### src/rtl/uart_rx_fifo_fsm_pkg.sv
// Shared UART receive definitions: FSM state encoding and line-framing defaults.
package uart_rx_fifo_fsm_pkg;

    typedef enum logic {
        ST_IDLE = 1'b0,
        ST_PUSH = 1'b1
    } rx_state_e;

    localparam logic [7:0] DEFAULT_TERM_CHAR = 8'h0D;
    localparam int         DEFAULT_MAX_LINE  = 32;

    function automatic logic [7:0] sat_inc8(input logic [7:0] v);
        return (v == 8'hFF) ? v : v + 8'd1;
    endfunction

endpackage

### src/rtl/uart_rx_fifo_fsm.sv
// UART receive byte buffer: one-deep holding register feeding an RX FIFO,
// with line framing (terminator / length limit) and overflow accounting.
//
// state   | meaning
// --------+----------------------------------------------
// ST_IDLE | holding register empty, waiting for a byte
// ST_PUSH | holding register full, offering it to FIFO
module uart_rx_fifo_fsm
    import uart_rx_fifo_fsm_pkg::*;
#(
    parameter logic [7:0] TERM_CHAR = DEFAULT_TERM_CHAR,
    parameter int         MAX_LINE  = DEFAULT_MAX_LINE
) (
    input  logic       clk,
    input  logic       reset_n,
    input  logic [7:0] i_rx_data,
    input  logic       i_rx_done,
    input  logic       i_fifo_full,
    output logic       o_fifo_push,
    output logic [7:0] o_fifo_push_data,
    input  logic       i_clr_err,
    output logic       o_line_done,
    output logic [5:0] o_line_len,
    output logic       o_line_trunc,
    output logic       o_overflow,
    output logic [7:0] o_drop_cnt
);

    localparam logic [5:0] MAX_LEN = 6'(MAX_LINE);

    rx_state_e  state_q, state_d;
    logic [7:0] hold_q, hold_d;
    logic [5:0] line_cnt_q;
    logic [5:0] line_cnt_inc;
    logic       push_ok;
    logic       drop;

    always_ff @(posedge clk) begin
        if (!reset_n) begin
            state_q <= ST_IDLE;
            hold_q  <= 8'h00;
        end else begin
            state_q <= state_d;
            hold_q  <= hold_d;
        end
    end

    always_comb begin
        state_d = state_q;
        hold_d  = hold_q;
        push_ok = 1'b0;
        drop    = 1'b0;
        case (state_q)
            ST_IDLE: begin
                if (i_rx_done) begin
                    hold_d  = i_rx_data;
                    state_d = ST_PUSH;
                end
            end
            ST_PUSH: begin
                if (!i_fifo_full) begin
                    push_ok = 1'b1;
                    if (i_rx_done) begin
                        hold_d = i_rx_data;
                    end else begin
                        state_d = ST_IDLE;
                    end
                end else begin
                    // FIFO stalled: keep the older byte, lose the newcomer.
                    drop = i_rx_done;
                end
            end
            default: state_d = ST_IDLE;
        endcase
    end

    // Push is suppressed while reset is asserted so a held byte never escapes.
    assign o_fifo_push      = push_ok & reset_n;
    assign o_fifo_push_data = hold_q;
    assign line_cnt_inc     = line_cnt_q + 6'd1;

    always_ff @(posedge clk) begin
        if (!reset_n) begin
            line_cnt_q   <= 6'd0;
            o_line_done  <= 1'b0;
            o_line_len   <= 6'd0;
            o_line_trunc <= 1'b0;
            o_overflow   <= 1'b0;
            o_drop_cnt   <= 8'd0;
        end else begin
            o_line_done <= 1'b0;
            if (push_ok) begin
                // Terminator takes precedence when it also lands on the length limit.
                if (hold_q == TERM_CHAR) begin
                    o_line_done  <= 1'b1;
                    o_line_len   <= line_cnt_inc;
                    o_line_trunc <= 1'b0;
                    line_cnt_q   <= 6'd0;
                end else if (line_cnt_inc == MAX_LEN) begin
                    o_line_done  <= 1'b1;
                    o_line_len   <= MAX_LEN;
                    o_line_trunc <= 1'b1;
                    line_cnt_q   <= 6'd0;
                end else begin
                    line_cnt_q <= line_cnt_inc;
                end
            end

            if (drop) begin
                o_overflow <= 1'b1;
                o_drop_cnt <= i_clr_err ? 8'd1 : sat_inc8(o_drop_cnt);
            end else if (i_clr_err) begin
                o_overflow <= 1'b0;
                o_drop_cnt <= 8'd0;
            end
        end
    end

endmodule

### config.mk
export PLATFORM = sky130hd
export DESIGN_NAME = uart_rx_fifo_fsm
export DESIGN_NICKNAME = d
export VERILOG_FILES = /design/src/rtl/uart_rx_fifo_fsm_pkg.sv /design/src/rtl/uart_rx_fifo_fsm.sv
export SDC_FILE = /design/constraint.sdc
export NUM_CORES = 1
export LEC_CHECK = 0
export BUFFER_PORTS_ARGS = -buffer_cell sky130_fd_sc_hd__buf_2
export CAP_MARGIN = 10
export CORE_UTILIZATION = 41
export DETAILED_ROUTE_END_ITERATION = 8
export PLACE_DENSITY = 0.7
export SLEW_MARGIN = 5
export SYNTH_ARGS = -nofsm -noshare
export SYNTH_HDL_FRONTEND = slang
export SYNTH_SLANG_ARGS = --single-unit
### constraint.sdc
create_clock -name clk -period 3.8 [get_ports clk]
set_input_delay 0.57 -clock clk [delete_from_list [all_inputs] [get_ports clk]]
set_output_delay 0.57 -clock clk [all_outputs]
set_load 0.02 [all_outputs]
==> metrics.md, run 1 <==
| Metric | Value |
|---|---|
| GR Util met3 | `0.0375` |
| Clock Skew | `4.18 ps` |
| Num Clock Sinks | `32` |
| Syn Nets | `200` |
| Final period utilization | `0.556` |
| Status | `completed` |
| Min setup slack post-route | `1690 ps` |
| Part of the power in registers | `0.523` |
| Crit-path max FO | `21` |
| Final core utilization | `0.505` |
| Layout area overhead | `17.6%` |
| Grt met1 use | `0.246` |
| Met2 Use GR | `0.259` |
| PortBufs | `38` |
| Core Footprint | `3660 um^2` |
| Sw frac | `0.239` |
| Global-route wire length before repair | `5650 um` |
| Setup Fix Bufs, Post-CTS | `0` |
| Final Hold Vio Count | `0` |
| Gr busiest metal | `met2` |
| Register-to-Register Path Depth | `5` |
| Vias in the first global route | `1273` |
| Pin count of the biggest net entering global routing | `22` |
| Net Switching | `0.161 mW` |
| CTS Hold Bufs | `0` |
| Leakage | `0.783 nW` |
| Die Y | `64.0 um` |
| R2R Setup Slk | `2080 ps` |
| Synth Register Bits | `32` |
| WL per Instance | `12.7 um` |
| H-tree levels | `2` |
| CP peak stage delay | `470 ps` |
| First-pass iteration count of the detailed router | `4` |
| DRT Wirelength | `3410 um` |
| I/O pin cnt | `39` |
| Clock Tree Buf Depth | `2` |
| Netlist cell types | `50` |
| Asr flop ratio synth | `0` |
| Via density | `5.38` |
| # DRC | `0` |
| Yosys warns | `0` |
| Setup violations, final | `0` |
| Hold EP | `o_overflow` |
| RR Startpoint | `line_cnt_q[0]` |
| Cell Int Power | `0.511 mW` |
| GRT Resource Usage Total | `0.176` |
| Period minus WS final | `2110 ps` |
| Worst skew pair latency | `280 ps` |
| Peak Freq | `473 MHz` |
| Syn Std Cell Area | `1570 um^2` |
| Hold depth | `2` |
| Slew HR | `0.581` |
| Critical path type | `input pin to output port` |
| Critical path data arrival time | `1540 ps` |
| Slew @ Worst Pin | `628 ps` |
| Detailed Place HPWL | `2440 um` |
| Post-synthesis sequential area ratio | `0.407` |
| Worst EP required | `3230 ps` |
| Clk pwr share | `0.392` |
| Maxcap violations | `0` |
| Number of synthesized flops with an enable pin | `0` |
| Layout cell share with drive strength beyond 1 | `0.235` |
| Worst hold path class | `flip-flop to flip-flop` |
| Num CTS Buffers | `5` |
| Place WS | `1680 ps` |
| Final nets | `235` |
| Slew Limit Fails | `0` |
| Clock Pin Slew Worst Setup and Hold Paths | `60 ps` |
| Combinational share of power | `0.085` |
| Hold Worst Slack | `483 ps` |
| Final GP Congestion | `0.768` |
| Number of cell rows | `22` |
| DR vias | `1447` |
| Die ar. | `4090 um^2` |
| Initial Utilization | `0.430` |
| Setup_tns | `0 ps` |
| Most used cell, CP | `buf_2` |
| DRT antenna net count | `0` |
| Peak VDD IR | `227 uV` |
| CTS tree | `done` |
| Clock root buffer master | `clkbuf_8` |
| Chip width | `64.0 um` |
| Initial antenna violation count | `0` |
| PD cells | `363 nW/um^2` |
| N_diodes | `0` |
| Worst setup EP type | `output port` |
| Post-CTS Resized | `0` |
| Top_reg_cell synth | `dfxtp_1` |
| Hold wc startpoint | `o_overflow` |
| Syn Area/Cell | `8.51 um^2` |
| Placed Area | `1760 um^2` |
| Crit start category | `input pin` |
| Remaining global-route overflow | `0` |
| Final Instance Area | `1850 um^2` |
| Worst path cell trace | `buf_2, inv_1, nor2_1, buf_2` |
| CP max-delay cell | `inv_1` |
| Syn Inst Count | `185` |
| RSZ-0062 raised after global routing | `false` |
| DR iter-0 viols | `81` |
| Reg2Reg Capture Point | `o_line_len[4]` |
## cell usage after synthesis, drive strengths merged (2+ instances only)
cell type   n  area share
o21ai       9       0.031
clkbuf      5       0.013
ha          2       0.016
nor4        2       0.017
mux2i       2       0.013
o211ai      2      0.0095
nand4b      2       0.011
nand2      26       0.064
nand2b      3       0.012
dfxtp      32        0.41
and2        2      0.0079
buf         5       0.028
a311oi      2       0.011
or4         2       0.012
a211oi      5       0.024
inv         3      0.0072
nand3       8       0.029
a31oi       7       0.028
a21oi      23       0.073
and3        6       0.025
xnor2       4       0.022
nor2       14       0.044
## layer usage
layer  vias up  part of all wire
met3         7             0.041
met4         0             0.016
met1       653              0.53
met2        40              0.42
li1        747                 -
met5         -                 0
## cell families (layout without fill, tap and decap cells)
family,count (synthesis),in the layout,synth area share
xor gates and xnor gates,5,5,0.0278
muxes,2,2,0.0127
adders and majority gates,2,2,0.0159
AOI/OAI and AO/OA,58,58,0.231
DFF,32,32,0.407
buffers and inverters,13,49,0.0477
and+or+nand+nor,73,73,0.258
## critical path: cells and delay by family
kind          cells  cell delay, ps
buf+inv           3             810
simple gates      1             160
## layout make-up
class | count | area (um^2)
Sequential cell | 32 | 641
Timing Repair Buffer | 38 | 190
Multi-Input combinational cell | 140 | 858
Inverter | 3 | 11.3
Fill cell | 367 | 1810
Clock buffer | 8 | 90.1
Tap cell | 48 | 60.1
## per-stage QoR
step | total power [mW] | cells
finish | 0.672 | 269
global route | 0.701 | 269
CTS | 0.678 | 269
detailed placement | 0.417 | 261
global placement | 0.416 | 261
floorplan | 0.399 | 185
## power groups by stage
stage	combinational, mW	sequential [mW]	clock (mW)
2_1_floorplan	0.0345	0.364	0
4_1_cts	0.0579	0.351	0.269
5_1_grt	0.0633	0.353	0.285
3_3_place_gp	0.0575	0.359	0
6_report	0.0575	0.352	0.263
3_5_place_dp	0.0576	0.359	0
## state kept, by name (all words and copies together), names as in the netlist
register and cells:
o_line_done 1, line_cnt_q 6, o_line_trunc 1, o_overflow 1, o_fifo_push_data 8, o_line_len 6
state_q 1, o_drop_cnt 8
## layout by cell type (no fill, tap or decap), types with 2 or more instances in the layout
master,n
nand4b_1,2
a31oi_1,7
a21oi_1,23
dfxtp_1,32
mux2i_1,2
a211oi_1,5
nand2_1,25
buf_2,38
nand3_1,7
nor2_1,13
a311oi_1,2
o21ai_0,8
clkbuf_1,2
and2_1,2
xnor2_1,4
inv_1,3
and3_1,5
nand2b_1,3
clkbuf_8,6
ha_1,2
o211ai_1,2
## how the worst max path moves through the flow
stage / start / endpoint / slack, ps / cells after the start
6_report: reset_n / o_fifo_push / 1690 / 4
5_1_grt: reset_n / o_fifo_push / 1600 / 4
4_1_cts: reset_n / o_fifo_push / 1670 / 4
3_5_place_dp: reset_n / o_fifo_push / 1680 / 4
3_3_place_gp: reset_n / o_fifo_push / 1680 / 4
2_1_floorplan: i_fifo_full / o_fifo_push / 1990 / 3
Power figures use the tool's default switching activity.
==> inputs of run 2 (changes only) <==
PLACE_DENSITY = 0.73   (was 0.7)
clock period = 1.85 ns   (was 3.8 ns; I/O delays follow)
==> metrics.md, run 2 (synthesized netlist as in run 1, its figures left out) <==
| Metric | Value |
|---|---|
| Slew @ Worst Pin | `521 ps` |
| Initial Utilization | `0.430` |
| Die Y | `64.0 um` |
| Remaining global-route overflow | `0` |
| Crit-path max FO | `5` |
| Worst setup EP type | `flip-flop` |
| Die ar. | `4090 um^2` |
| Clock Pin Slew Worst Setup and Hold Paths | `60 ps` |
| Layout area overhead | `19.8%` |
| CTS Hold Bufs | `0` |
| Leakage | `0.808 nW` |
| Crit start category | `flip-flop` |
| Cell Int Power | `1.01 mW` |
| Number of cell rows | `22` |
| Slew HR | `0.648` |
| Sw frac | `0.245` |
| Most common library cell in the layout ignoring fill and taps | `buf_2` |
| Peak Freq | `604 MHz` |
| Period minus WS final | `1660 ps` |
| Final core utilization | `0.515` |
| Peak VDD IR | `490 uV` |
| GRT Resource Usage Total | `0.182` |
| Most frequent cells in the layout | `buf_2, dfxtp_1, nand2_1` |
| H-tree levels | `2` |
| Clk pwr share | `0.366` |
| Setup Fix Bufs, Post-CTS | `0` |
| N_diodes | `0` |
| Part of the power in registers | `0.541` |
| Critical path type | `flip-flop to flip-flop` |
| CP peak stage delay | `460 ps` |
| Worst skew pair latency | `270 ps` |
| CP max-delay cell | `or3b_2` |
| Combinational share of power | `0.093` |
| DR vias | `1444` |
| Status | `completed` |
| Vias in the first global route | `1313` |
| Num CTS Buffers | `5` |
| Initial antenna violation count | `0` |
| Final GP Congestion | `0.818` |
| Via density | `5.27` |
| CTS tree | `done` |
| Global-route wire length before repair | `5800 um` |
| Setup_tns | `0 ps` |
| Slew Limit Fails | `0` |
| Final Hold Vio Count | `0` |
| Worst hold path class | `input pin to flip-flop` |
| Worst path cell trace | `ha_1, and3_1, a31oi_1, or3b_2, a21oi_1` |
| Chip width | `64.0 um` |
| Worst EP required | `2060 ps` |
| Pin count of the biggest net entering global routing | `21` |
| PortBufs | `38` |
| # DRC | `0` |
| WL per Instance | `12.5 um` |
| Setup violations, final | `0` |
| Final nets | `241` |
| Maxcap violations | `0` |
| I/O pin cnt | `39` |
| DR iter-0 viols | `58` |
| Layout cell share with drive strength beyond 1 | `0.261` |
| Clock Tree Buf Depth | `2` |
| Num Clock Sinks | `32` |
| DRT Wirelength | `3430 um` |
| Clock Skew | `3.19 ps` |
| RSZ-0062 raised after global routing | `false` |
| Clock root buffer master | `clkbuf_8` |
| Final period utilization | `0.896` |
| Net Switching | `0.326 mW` |
| Core Footprint | `3660 um^2` |
| PD cells | `708 nW/um^2` |
| Critical path data arrival time | `1860 ps` |
| First-pass iteration count of the detailed router | `4` |
| Detailed Place HPWL | `2490 um` |
| DRT antenna net count | `0` |
[run 2: final cells by class]
cell class              count  area [um^2]
clock buffers               6         72.6
clock inverters             1         5.00
fillers                   344         1780
inverters                   3         11.3
multi-input cells         140          861
flip-flops and latches     32          641
well taps                  48         60.1
repair buffers             44          235
[run 2: metal layers]
layer  part of all wire  wire length (um)  track usage  vias to the layer above
met4             0.0050                17       0.0739                        0
met1               0.49              1680        0.233                      643
met3              0.051               176       0.0464                        2
met2               0.45              1550        0.290                       43
li1                   -                 -            -                      756
met5                  0                 0            0                        -
[run 2: critical path, delay by kind of cell (launching register included)]
family	cells	cell delay, ps
flip-flops	1	400
AO/OA/AOI/OAI	2	280
adder cells (fa/ha/maj)	1	230
AND/OR/NAND/NOR	2	690
[run 2: timing repair]
| item | 4_1_cts | 5_1_grt |
|---|---|---|
| resized for setup | 0 | 1 |
| endpoints found under the hold margin | 0 | 0 |
| setup endpoints to repair | 0 | 1 |
[run 2: metrics by stage]
step                      std cells  hold WS [ps]  power [mW]  worst slack [ps]  instance area, um^2
after global routing            274           244        1.40              41.0                 1890
after CTS                       274           228        1.36              99.5                 1880
after detailed placement        267           469       0.862               240                 1810
after global placement          267           468       0.861               281                 1810
after floorplan                 185           395       0.819               199                 1570
final                           274           240        1.33               193                 1890
[run 2: power by group through the flow]
stage                     sequential (mW)  clock [mW]  combinational (mW)
final                               0.722       0.488               0.125
after detailed placement            0.737           0               0.125
after floorplan                     0.748           0              0.0709
after CTS                           0.721       0.511               0.126
after global routing                0.724       0.542               0.138
after global placement              0.736           0               0.125
[run 2: worst paths after layout]
kind / from / end / slack (ps) / cells after the start
max: o_drop_cnt[0] / o_drop_cnt[0] / 190 / 5
min: i_rx_data[0] / o_fifo_push_data[0] / 240 / 3
max reg2reg: o_drop_cnt[0] / o_drop_cnt[0] / 190 / 5
min reg2reg: o_fifo_push_data[1] / o_fifo_push_data[1] / 470 / 2
==> inputs of run 3 (changes only) <==
CORE_ASPECT_RATIO = 1.2   (was unset)
==> metrics.md, run 3 (synthesized netlist as in run 1, its figures left out) <==
| Metric | Value |
|---|---|
| H-tree levels | `2` |
| # DRC | `0` |
| Final period utilization | `0.903` |
| RR Startpoint | `o_drop_cnt[0]` |
| Part of the power in registers | `0.505` |
| DR iter-0 viols | `57` |
| Final nets | `242` |
| First-pass iteration count of the detailed router | `4` |
| Initial antenna violation count | `0` |
| Clock Pin Slew Worst Setup and Hold Paths | `70 ps` |
| Number of cell rows | `24` |
| PD cells | `746 nW/um^2` |
| CP delay by family, top | `flip-flops` |
| Num Clock Sinks | `32` |
| Crit path launch | `state_q` |
| Worst hold path class | `input pin to flip-flop` |
| Vias in the first global route | `1400` |
| Chip width | `58.6 um` |
| Net Switching | `0.344 mW` |
| CP peak stage delay | `410 ps` |
| Hold wc startpoint | `i_rx_data[6]` |
| Slew @ Worst Pin | `421 ps` |
| CTS tree | `done` |
| Clk pwr share | `0.406` |
| Peak Freq | `598 MHz` |
| I/O pin cnt | `39` |
| Layout area overhead | `21.8%` |
| Period minus WS final | `1670 ps` |
| Setup violations, final | `0` |
| Die ar. | `4090 um^2` |
| DRT Wirelength | `3640 um` |
| Num CTS Buffers | `5` |
| Crit-path max FO | `9` |
| Setup_tns | `0 ps` |
| Critical path buffer and inverter count | `2` |
| Pin count of the biggest net entering global routing | `21` |
| PortBufs | `38` |
| Remaining global-route overflow | `0` |
| Clock root buffer master | `clkbuf_8` |
| CP max-delay cell | `dfxtp_1` |
| Critical path data arrival time | `1390 ps` |
| Most common library cell in the layout ignoring fill and taps | `buf_2` |
| Leakage | `0.823 nW` |
| N_diodes | `0` |
| Status | `completed` |
| Final GP Congestion | `0.899` |
| WL per Instance | `13.0 um` |
| Crit start category | `flip-flop` |
| GRT Resource Usage Total | `0.199` |
| Via density | `5.41` |
| Worst path cell trace | `nand2b_2, buf_4, nor2_1, buf_2` |
| Worst EP required | `1570 ps` |
| Sw frac | `0.241` |
| Maxcap violations | `0` |
| Die Y | `69.9 um` |
| Detailed Place HPWL | `2720 um` |
| Most frequent cells in the layout | `buf_2, dfxtp_1, nand2_1` |
| Slew Limit Fails | `0` |
| Slew HR | `0.716` |
| Layout cell share with drive strength beyond 1 | `0.269` |
| Worst skew pair latency | `290 ps` |
| Place WS | `232 ps` |
| RSZ-0062 raised after global routing | `false` |
| Clock Skew | `7.51 ps` |
| CTS Hold Bufs | `0` |
| Critical path type | `flip-flop to output port` |
| Core Footprint | `3660 um^2` |
| DR vias | `1510` |
| Final Hold Vio Count | `0` |
| Cell Int Power | `1.08 mW` |
| Worst setup EP type | `output port` |
| Global-route wire length before repair | `6300 um` |
| Initial Utilization | `0.430` |
| DRT antenna net count | `0` |
| Min setup slack post-route | `179 ps` |
| Peak VDD IR | `399 uV` |
| Combinational share of power | `0.089` |
| Clock Tree Buf Depth | `2` |
run 3: changes by cell type in the layout (fill, tap and decap cells not counted), sizes merged:
cell,change
clkinv,-1
buf,+1
clkbuf,+1
run 3: final cells by class:
class	count	area, um^2
Sequential cell	32	641
Fill cell	405	1750
Tap cell	52	65.1
Multi-Input combinational cell	140	861
Timing Repair Buffer	45	243
Inverter	3	11.3
Clock buffer	7	96.3
run 3: what timing repair did:
item	CTS	global route
gates resized for setup	0	1
setup endpoints to repair	0	1
buffers inserted	0	0
run 3: power groups by stage:
stage	Combinational, mW	Clock, mW	Sequential, mW
detailed placement	0.128	0	0.738
floorplan	0.0709	0	0.748
global route	0.139	0.633	0.724
global placement	0.127	0	0.736
CTS	0.129	0.592	0.722
finish	0.127	0.580	0.722
run 3: worst min-delay path, cell delays in order:
cell and delay (ps):
buf_2 90, nand2_1 50, a21oi_1 50
run 3: per-layer routing:
metal  global-route usage  part of all wire  up-vias
li1                     -                 -      768
met4               0.0847             0.024        0
met5                    0                 0        -
met1                0.242              0.43      693
met3               0.0537             0.044       11
met2                0.326              0.50       38
run 3: path summary, 6_finish.rpt:
| kind | endpoint | slack [ps] | cells after the start |
|---|---|---|---|
| worst max register to register | o_drop_cnt[0] | 230 | 5 |
| worst min register to register | o_overflow | 470 | 2 |
| worst max-delay path | o_fifo_push | 180 | 4 |
| worst min-delay path | o_fifo_push_data[6] | 230 | 3 |
run 3: stage by stage:
stage	cell area, um^2	power (mW)	utilization	cells	hold slack, ps
after floorplan	1570	0.819	-	185	395
after global placement	1820	0.863	0.496	272	466
after detailed placement	1820	0.866	0.496	272	460
after CTS	1910	1.44	0.523	279	224
after global routing	1920	1.50	0.523	279	224
final	1920	1.43	0.523	279	229
